### src/rtl/issue_select.sv
// Age-ordered select arbiter: grants the single functional-unit issue port to the
// oldest eligible issue slot, and reports stall and starvation telemetry.
module issue_select #(
    parameter int NUM_SLOTS    = 8,
    parameter int IDX_W        = $clog2(NUM_SLOTS),
    parameter int STARVE_LIMIT = 32
) (
    input  logic                 clk,
    input  logic                 reset,
    input  logic                 io_alloc_valid,
    input  logic [IDX_W-1:0]     io_alloc_idx,
    input  logic [NUM_SLOTS-1:0] io_valid,
    input  logic [NUM_SLOTS-1:0] io_request,
    input  logic                 io_fu_ready,
    input  logic                 io_flush,
    output logic [NUM_SLOTS-1:0] io_grant,
    output logic                 io_grant_valid,
    output logic [IDX_W-1:0]     io_grant_idx,
    output logic [15:0]          io_stall_cycles,
    output logic                 io_starve
);

    // Handshake: a slot issues in the cycle where io_request & io_valid & io_grant is set;
    // io_fu_ready acts as the port's ready and no grant is ever offered without it.

    // older_q[i][j] = 1 means slot i was allocated before slot j
    logic [NUM_SLOTS-1:0] older_q [NUM_SLOTS];
    logic [NUM_SLOTS-1:0] req_e;
    logic [NUM_SLOTS-1:0] blocked;
    logic [NUM_SLOTS-1:0] oldest;
    logic [IDX_W-1:0]     oldest_idx;
    logic                 any_req;
    logic                 grant_en;
    logic                 alloc_ok;
    logic [7:0]           starve_cnt_q;
    logic [IDX_W-1:0]     track_idx_q;
    logic                 track_valid_q;

    assign alloc_ok = io_alloc_valid && (int'(io_alloc_idx) < NUM_SLOTS);

    always_comb begin
        req_e      = io_request & io_valid;
        any_req    = |req_e;
        blocked    = '0;
        oldest     = '0;
        oldest_idx = '0;
        for (int i = 0; i < NUM_SLOTS; i++) begin
            for (int j = 0; j < NUM_SLOTS; j++) begin
                if (j != i && req_e[j] && older_q[j][i]) begin
                    blocked[i] = 1'b1;
                end
            end
        end
        // Descending scan so the lowest unblocked index is written last and wins ties.
        for (int i = NUM_SLOTS - 1; i >= 0; i--) begin
            if (req_e[i] && !blocked[i]) begin
                oldest     = '0;
                oldest[i]  = 1'b1;
                oldest_idx = IDX_W'(i);
            end
        end
        grant_en       = io_fu_ready && !io_flush && reset;
        io_grant       = grant_en ? oldest : '0;
        io_grant_valid = |io_grant;
        io_grant_idx   = io_grant_valid ? oldest_idx : '0;
    end

    always_ff @(posedge clk) begin
        if (!reset || io_flush) begin
            for (int i = 0; i < NUM_SLOTS; i++) begin
                older_q[i] <= '0;
            end
        end else if (alloc_ok) begin
            for (int j = 0; j < NUM_SLOTS; j++) begin
                if (j == int'(io_alloc_idx)) begin
                    older_q[j] <= '0;
                end else begin
                    older_q[j][io_alloc_idx] <= 1'b1;
                end
            end
        end
    end

    always_ff @(posedge clk) begin
        if (!reset) begin
            io_stall_cycles <= '0;
        end else if (any_req && !io_grant_valid && io_stall_cycles != 16'hFFFF) begin
            io_stall_cycles <= io_stall_cycles + 16'd1;
        end
    end

    // A change of the tracked oldest slot restarts the count; the first tracked cycle counts.
    always_ff @(posedge clk) begin
        if (!reset || io_flush || !any_req) begin
            starve_cnt_q  <= '0;
            track_idx_q   <= '0;
            track_valid_q <= 1'b0;
        end else begin
            track_idx_q   <= oldest_idx;
            track_valid_q <= 1'b1;
            if (io_grant_valid || (track_valid_q && track_idx_q != oldest_idx)) begin
                starve_cnt_q <= '0;
            end else if (starve_cnt_q != 8'hFF) begin
                starve_cnt_q <= starve_cnt_q + 8'd1;
            end
        end
    end

    assign io_starve = (int'(starve_cnt_q) >= STARVE_LIMIT);

endmodule

### config.mk
export PLATFORM = sky130hd
export DESIGN_NAME = issue_select
export DESIGN_NICKNAME = d
export VERILOG_FILES = /design/src/rtl/issue_select.sv
export SDC_FILE = /design/constraint.sdc
export NUM_CORES = 1
export LEC_CHECK = 0
export CAP_MARGIN = 15
export CORE_MARGIN = 2
export CORE_UTILIZATION = 56
export CTS_CLUSTER_SIZE = 10
export DETAILED_ROUTE_END_ITERATION = 10
export GPL_TIMING_DRIVEN = 0
export PLACE_DENSITY = 0.9
export SLEW_MARGIN = 20
export SYNTH_ARGS = -nofsm -noshare
export SYNTH_HDL_FRONTEND = slang
export SYNTH_SLANG_ARGS = --single-unit
### constraint.sdc
create_clock -name clk -period 3.4 [get_ports clk]
set_clock_uncertainty 0.2 [all_clocks]
set_input_delay 0.34 -clock clk [delete_from_list [all_inputs] [get_ports clk]]
set_output_delay 0.34 -clock clk [all_outputs]
set_load 0.02 [all_outputs]
==> results.yml, run 1 <==
status:
  status: "finished, final reports clean"
timing:
  period_minus_slack_ps: 3310
  worst_pin_slew_ps: 618
  drv_slew: 0
  slew-limit-headroom_pct: 58.3
  hold_viol: 0
  min_period_over_period_pct: 97.2
  finalSetupViolCount: 0
  max_freq_mhz: 302
die:
  core_mm2: 0.00777
  die_area_mm2: 0.00879
  die_w_um: 93.7
  dieHeight_um: 93.7
  placementRows: 32
  initial_core_util_pct: 58.1
  io_pins: 53
logic_synthesis:
  synth-seq-cells: 84
  synth.area.top_cells: "edfxtp_1 37%, dfxtp_1 12%, nand3_1 7.1%"
  synth_flop_cell: "edfxtp_1"
  synth_top_cells_by_count: "80 x nand2_1, 64 x nand3_1, 56 x edfxtp_1"
  yosysTopAreaCell: "edfxtp_1"
  synth_edf_count: 56
  synth_cells: 504
  synth.cell_area_mm2: 0.00451
  synth.avg_cell_area_um2: 8.95
  synth_nets: 531
  ys_warn_count: 0
  ys_types: 46
  synth_top_area_share_pct: 37.3
  async_flop_share_pct: 0
  seq_area_frac_synth_pct: 49.7
  yosysMostFrequentCell: "nand2_1"
pwr:
  leakage_nw: 2.24
  power_density_mw_per_mm2: 416
  vdd_drop_max_v: 0.000181
  p_total_mw: 2.18
detailed_routing:
  wire_per_inst_um: 18.1
  drt_first_pass_iters: 6
  vias: 4043
  drt-initial-drc-count: 517
  drc: 0
  via_per_inst: 6.11
  ant_nets: 0
  finalWirelength_mm: 12.0
critical_path:
  cp.required_ps: 2860
  critPathLaunchType: "primary input"
  crit_arrival_ps: 2770
  crit_fanout: 10
  cp-end-kind: "output pin"
  worstSetupPathType: "primary input to output pin"
job:
  maxCapViolCount: 0
grt:
  grt_pass1_vias: 3875
  grt_overflow: 0
  grt_pass1_wl_mm: 18.9
  grt_usage_pct: 27.8
  grt_max_degree: 16
  antenna_found_initial: 0
cts:
  cts_buffer_depth: 2
  cts_buffers: 9
  cts_root_buffer: "clkbuf_8"
  cts_tree: "yes"
  clk_latency_ps: 360
  cts.htree.levels: 3
  clkSlewWorstSetupHoldPaths_ps: 90
  cts.sinks: 84
layout:
  fin_area_mm2: 0.00523
  fin_nets: 582
  drive_above_1_share_pct: 8.75
  syn_to_final_growth_pct: 16.0
  n_antenna_cell: 0
  fin_util_pct: 67.3
hold_path:
  hold_class: "flip-flop to flip-flop"
placement:
  gp_congestion: 1.02
  dpl.hpwl_mm: 8.72
  io_buffers: 38
  post_dp_cell_area_mm2: 0.00502
[flip-flops by register name (all words and copies together) (netlist names)]
signal,count
older_q,56
io_stall_cycles,16
starve_cnt_q,8
track_idx_q,3
track_valid_q,1
[per-stage QoR]
step	hold WS [ps]	setup slack (ps)	setup TNS (ps)	instances
global route	332	-7.24	-7.24	662
global placement	275	-333	-1210	644
finish	311	93.9	0	662
CTS	306	35.0	0	661
floorplan	292	644	0	504
detailed placement	293	-347	-1320	644
[cells by family after synthesis]
kind of cell / synth area share [%]
flip-flops: 49.7
AO/OA/AOI/OAI: 6.24
multiplexers: 1.55
XOR/XNOR: 3.11
adder cells (fa/ha/maj): 0.832
AND/OR/NAND/NOR: 32.3
buffers and inverters: 6.30
[placed cells by master (no fill, tap or decap), types with 3 or more instances in the layout]
cell	netlist	routed
or3_1	3	3
mux2i_1	7	7
xnor2_1	5	5
a21oi_1	8	8
inv_1	34	34
nand2b_1	10	10
ha_1	3	3
and4b_1	5	5
nor4_2	3	4
xor2_1	11	11
nor2b_1	3	3
clkbuf_1	20	21
clkdlybuf4s50_1	0	30
o21ai_0	21	21
nor3_1	19	18
nand2_1	80	80
nor2_1	45	45
buf_2	14	14
nand4_1	12	12
dfxtp_1	28	28
clkbuf_8	0	9
and2_1	11	11
clkbuf_2	0	3
edfxtp_1	56	56
and3_1	8	8
nand3_1	64	64
nand4b_1	5	5
[where the power goes]
group          internal (mW)  switching [mW]
Clock                  0.346           0.381
Sequential              1.14          0.0277
Combinational          0.100           0.183
Total                   1.58           0.592
[per-layer routing]
metal  track usage [%]  routed length [um]  share of wire [%]
met1              32.4                4340                 36
met2              49.5                6100                 51
met3              6.34                1190                9.9
met4              10.6                 322                2.7
met5                 0                   0                  0
[critical path: stages]
cell	delay, ps
clkdlybuf4s50_1	440
and2_1	160
buf_2	160
a2111oi_2	360
nand4_1	180
and4bb_2	320
a21oi_4	170
buf_6	170
inv_1	60
nor2_1	90
clkdlybuf4s15_1	300
[path summary, 6_finish.rpt]
kind,cells after the start,from,end,slack (ps)
hold reg to reg,2,io_stall_cycles[9],io_stall_cycles[9],310
setup / recovery,11,io_request[5],io_grant_idx[0],90
setup reg to reg,9,older_q[0][2],starve_cnt_q[2],670
hold / removal,2,io_stall_cycles[9],io_stall_cycles[9],310
[area by class of cell]
class / count / area [um2]
fill: 594 / 2540
sequential: 84 / 2240
multi-input combinational: 351 / 2000
timing repair buffer: 40 / 383
buffer: 35 / 156
clock buffer: 10 / 128
inverter: 34 / 128
tap: 102 / 128
clock inverter: 6 / 71.3
[what timing repair did]
item / CTS / global route
endpoints found under the hold margin: 0 / 0
setup endpoints to repair: 6 / 6
setup buffers: 1 / 1
resized for setup: 6 / 13
pin swaps: 1 / 1
hold buffers: 0 / 0
(Power assumes the default switching activity.)
==> run 2: changes to the inputs <==
Settings changed: SLEW_MARGIN 20 to 0.
==> results of run 2 <==
Final layout, timing and power as in run 1 (identical DEF).
==> run 3: changes to the inputs <==
Settings changed: PLACE_DENSITY 0.9 to 0.91, RECOVER_POWER from default to 25.
==> results.yml, run 3 (synthesis results as in run 1) <==
grt:
  antenna_found_initial: 0
  grt_pass1_vias: 3987
  grt_pass1_wl_mm: 18.9
  grt_overflow: 0
  grt_max_degree: 19
  grt_usage_pct: 28.0
critical_path:
  reg2reg_slack_ps: 680
  r2r_start: "older_q[0][2]"
  worstSetupPathType: "primary input to output pin"
  startpoint: "io_request[5]"
  crit_fanout: 10
  critPathLaunchType: "primary input"
  cp-end-kind: "output pin"
  crit_arrival_ps: 2740
  cp.required_ps: 2860
die:
  io_pins: 53
  core_mm2: 0.00777
  die_w_um: 93.7
  placementRows: 32
  die_area_mm2: 0.00879
  dieHeight_um: 93.7
  initial_core_util_pct: 58.1
hold_path:
  hp-start: "io_stall_cycles[9]"
  hold_class: "flip-flop to flip-flop"
timing:
  rsz0062_at_grt: "false"
  drv_slew: 0
  slew-limit-headroom_pct: 59.5
  worst_pin_slew_ps: 601
  finalSetupViolCount: 0
  max_freq_mhz: 305
  period_minus_slack_ps: 3280
  min_period_over_period_pct: 96.5
  hold_viol: 0
  hold-worst-slack_ps: 307
  fin_tns_setup_ps: 0
status:
  status: "finished with violations"
  violations: "DRC"
cts:
  cts_tree: "yes"
  cts.htree.levels: 3
  cts.sinks: 84
  clkSlewWorstSetupHoldPaths_ps: 100
  cts_root_buffer: "clkbuf_8"
  cts_buffer_depth: 2
  ctsHoldBuffers: 0
  clk_latency_ps: 370
  cts_buffers: 9
placement:
  dpl.hpwl_mm: 8.68
  numPlacedInstances: 644
  gp_congestion: 0.926
  io_buffers: 38
layout:
  final_cells: 664
  drive_above_1_share_pct: 8.90
  multi_input_area_mm2: 0.00200
  seq_area_mm2: 0.00224
  most-common-layout-cells: "80 x nand2_1, 64 x nand3_1, 56 x edfxtp_1, 45 x nor2_1, 34 x inv_1"
  top_register: "older_q"
  fin_nets: 584
  num-fill-cells: 566
  syn_to_final_growth_pct: 16.7
  layout_commonest_cell: "nand2_1"
  reg.largest.list: "older_q x56, io_stall_cycles x16, starve_cnt_q x8"
  n_antenna_cell: 0
  largest_reg_flops: 56
  fin_util_pct: 67.8
pwr:
  power_density_mw_per_mm2: 414
  p_total_mw: 2.18
  vdd_drop_max_v: 0.000226
  leakage_nw: 2.32
detailed_routing:
  drt-initial-drc-count: 591
  drc: 1
  vias: 4103
  finalWirelength_mm: 11.8
  wire_per_inst_um: 17.8
  ant_nets: 0
  drt_first_pass_iters: 11
  via_per_inst: 6.18
job:
  maxCapViolCount: 0
## run 3: repair_timing
action                     in CTS  in global routing
setup endpoints to repair       8                  6
buffers inserted                1                  3
gates resized for setup        11                  4
pin swaps                       1                  3
## run 3: cell type report
class	count	area share, %
Buffer	35	3.00
Clock buffer	9	2.35
Clock inverter	7	1.55
Inverter	34	2.42
Multi-Input combinational cell	351	37.9
Sequential cell	84	42.6
Tap cell	102	2.42
Timing Repair Buffer	42	7.73
## run 3: report_power, final
part	total [mW]	switching (mW)	internal, mW	leakage (nW)
clock	0.725	0.432	0.293	0.103
sequential	1.17	0.0309	1.14	0.841
combinational	0.283	0.181	0.102	1.38
## run 3: final timing paths
kind,to,cells after the start
worst max-delay path,io_grant_idx[0],11
worst min-delay path,io_stall_cycles[9],2
worst max register to register,starve_cnt_q[4],10
worst min register to register,io_stall_cycles[9],2
## run 3: worst max-delay path: stages
cell	delay [ps]
clkdlybuf4s50_1	440
and2_1	160
buf_2	170
a2111oi_4	350
nand4_1	190
and4bb_2	320
a21oi_4	170
buf_6	170
inv_1	60
nor2_1	110
clkdlybuf4s15_2	270
## run 3: stage by stage
stage / setup slack, ps / instance area (um2)
after floorplan: 644 / 4510
after global placement: -388 / 5020
after detailed placement: -460 / 5020
after CTS: 18.8 / 5230
after global routing: 3.23 / 5260
final: 117 / 5260
## run 3: metal layers
metal	wire (um)	GRT usage, %
met1	4270	34.5
met2	5870	46.6
met3	1330	6.10
met4	334	13.5
met5	0	0
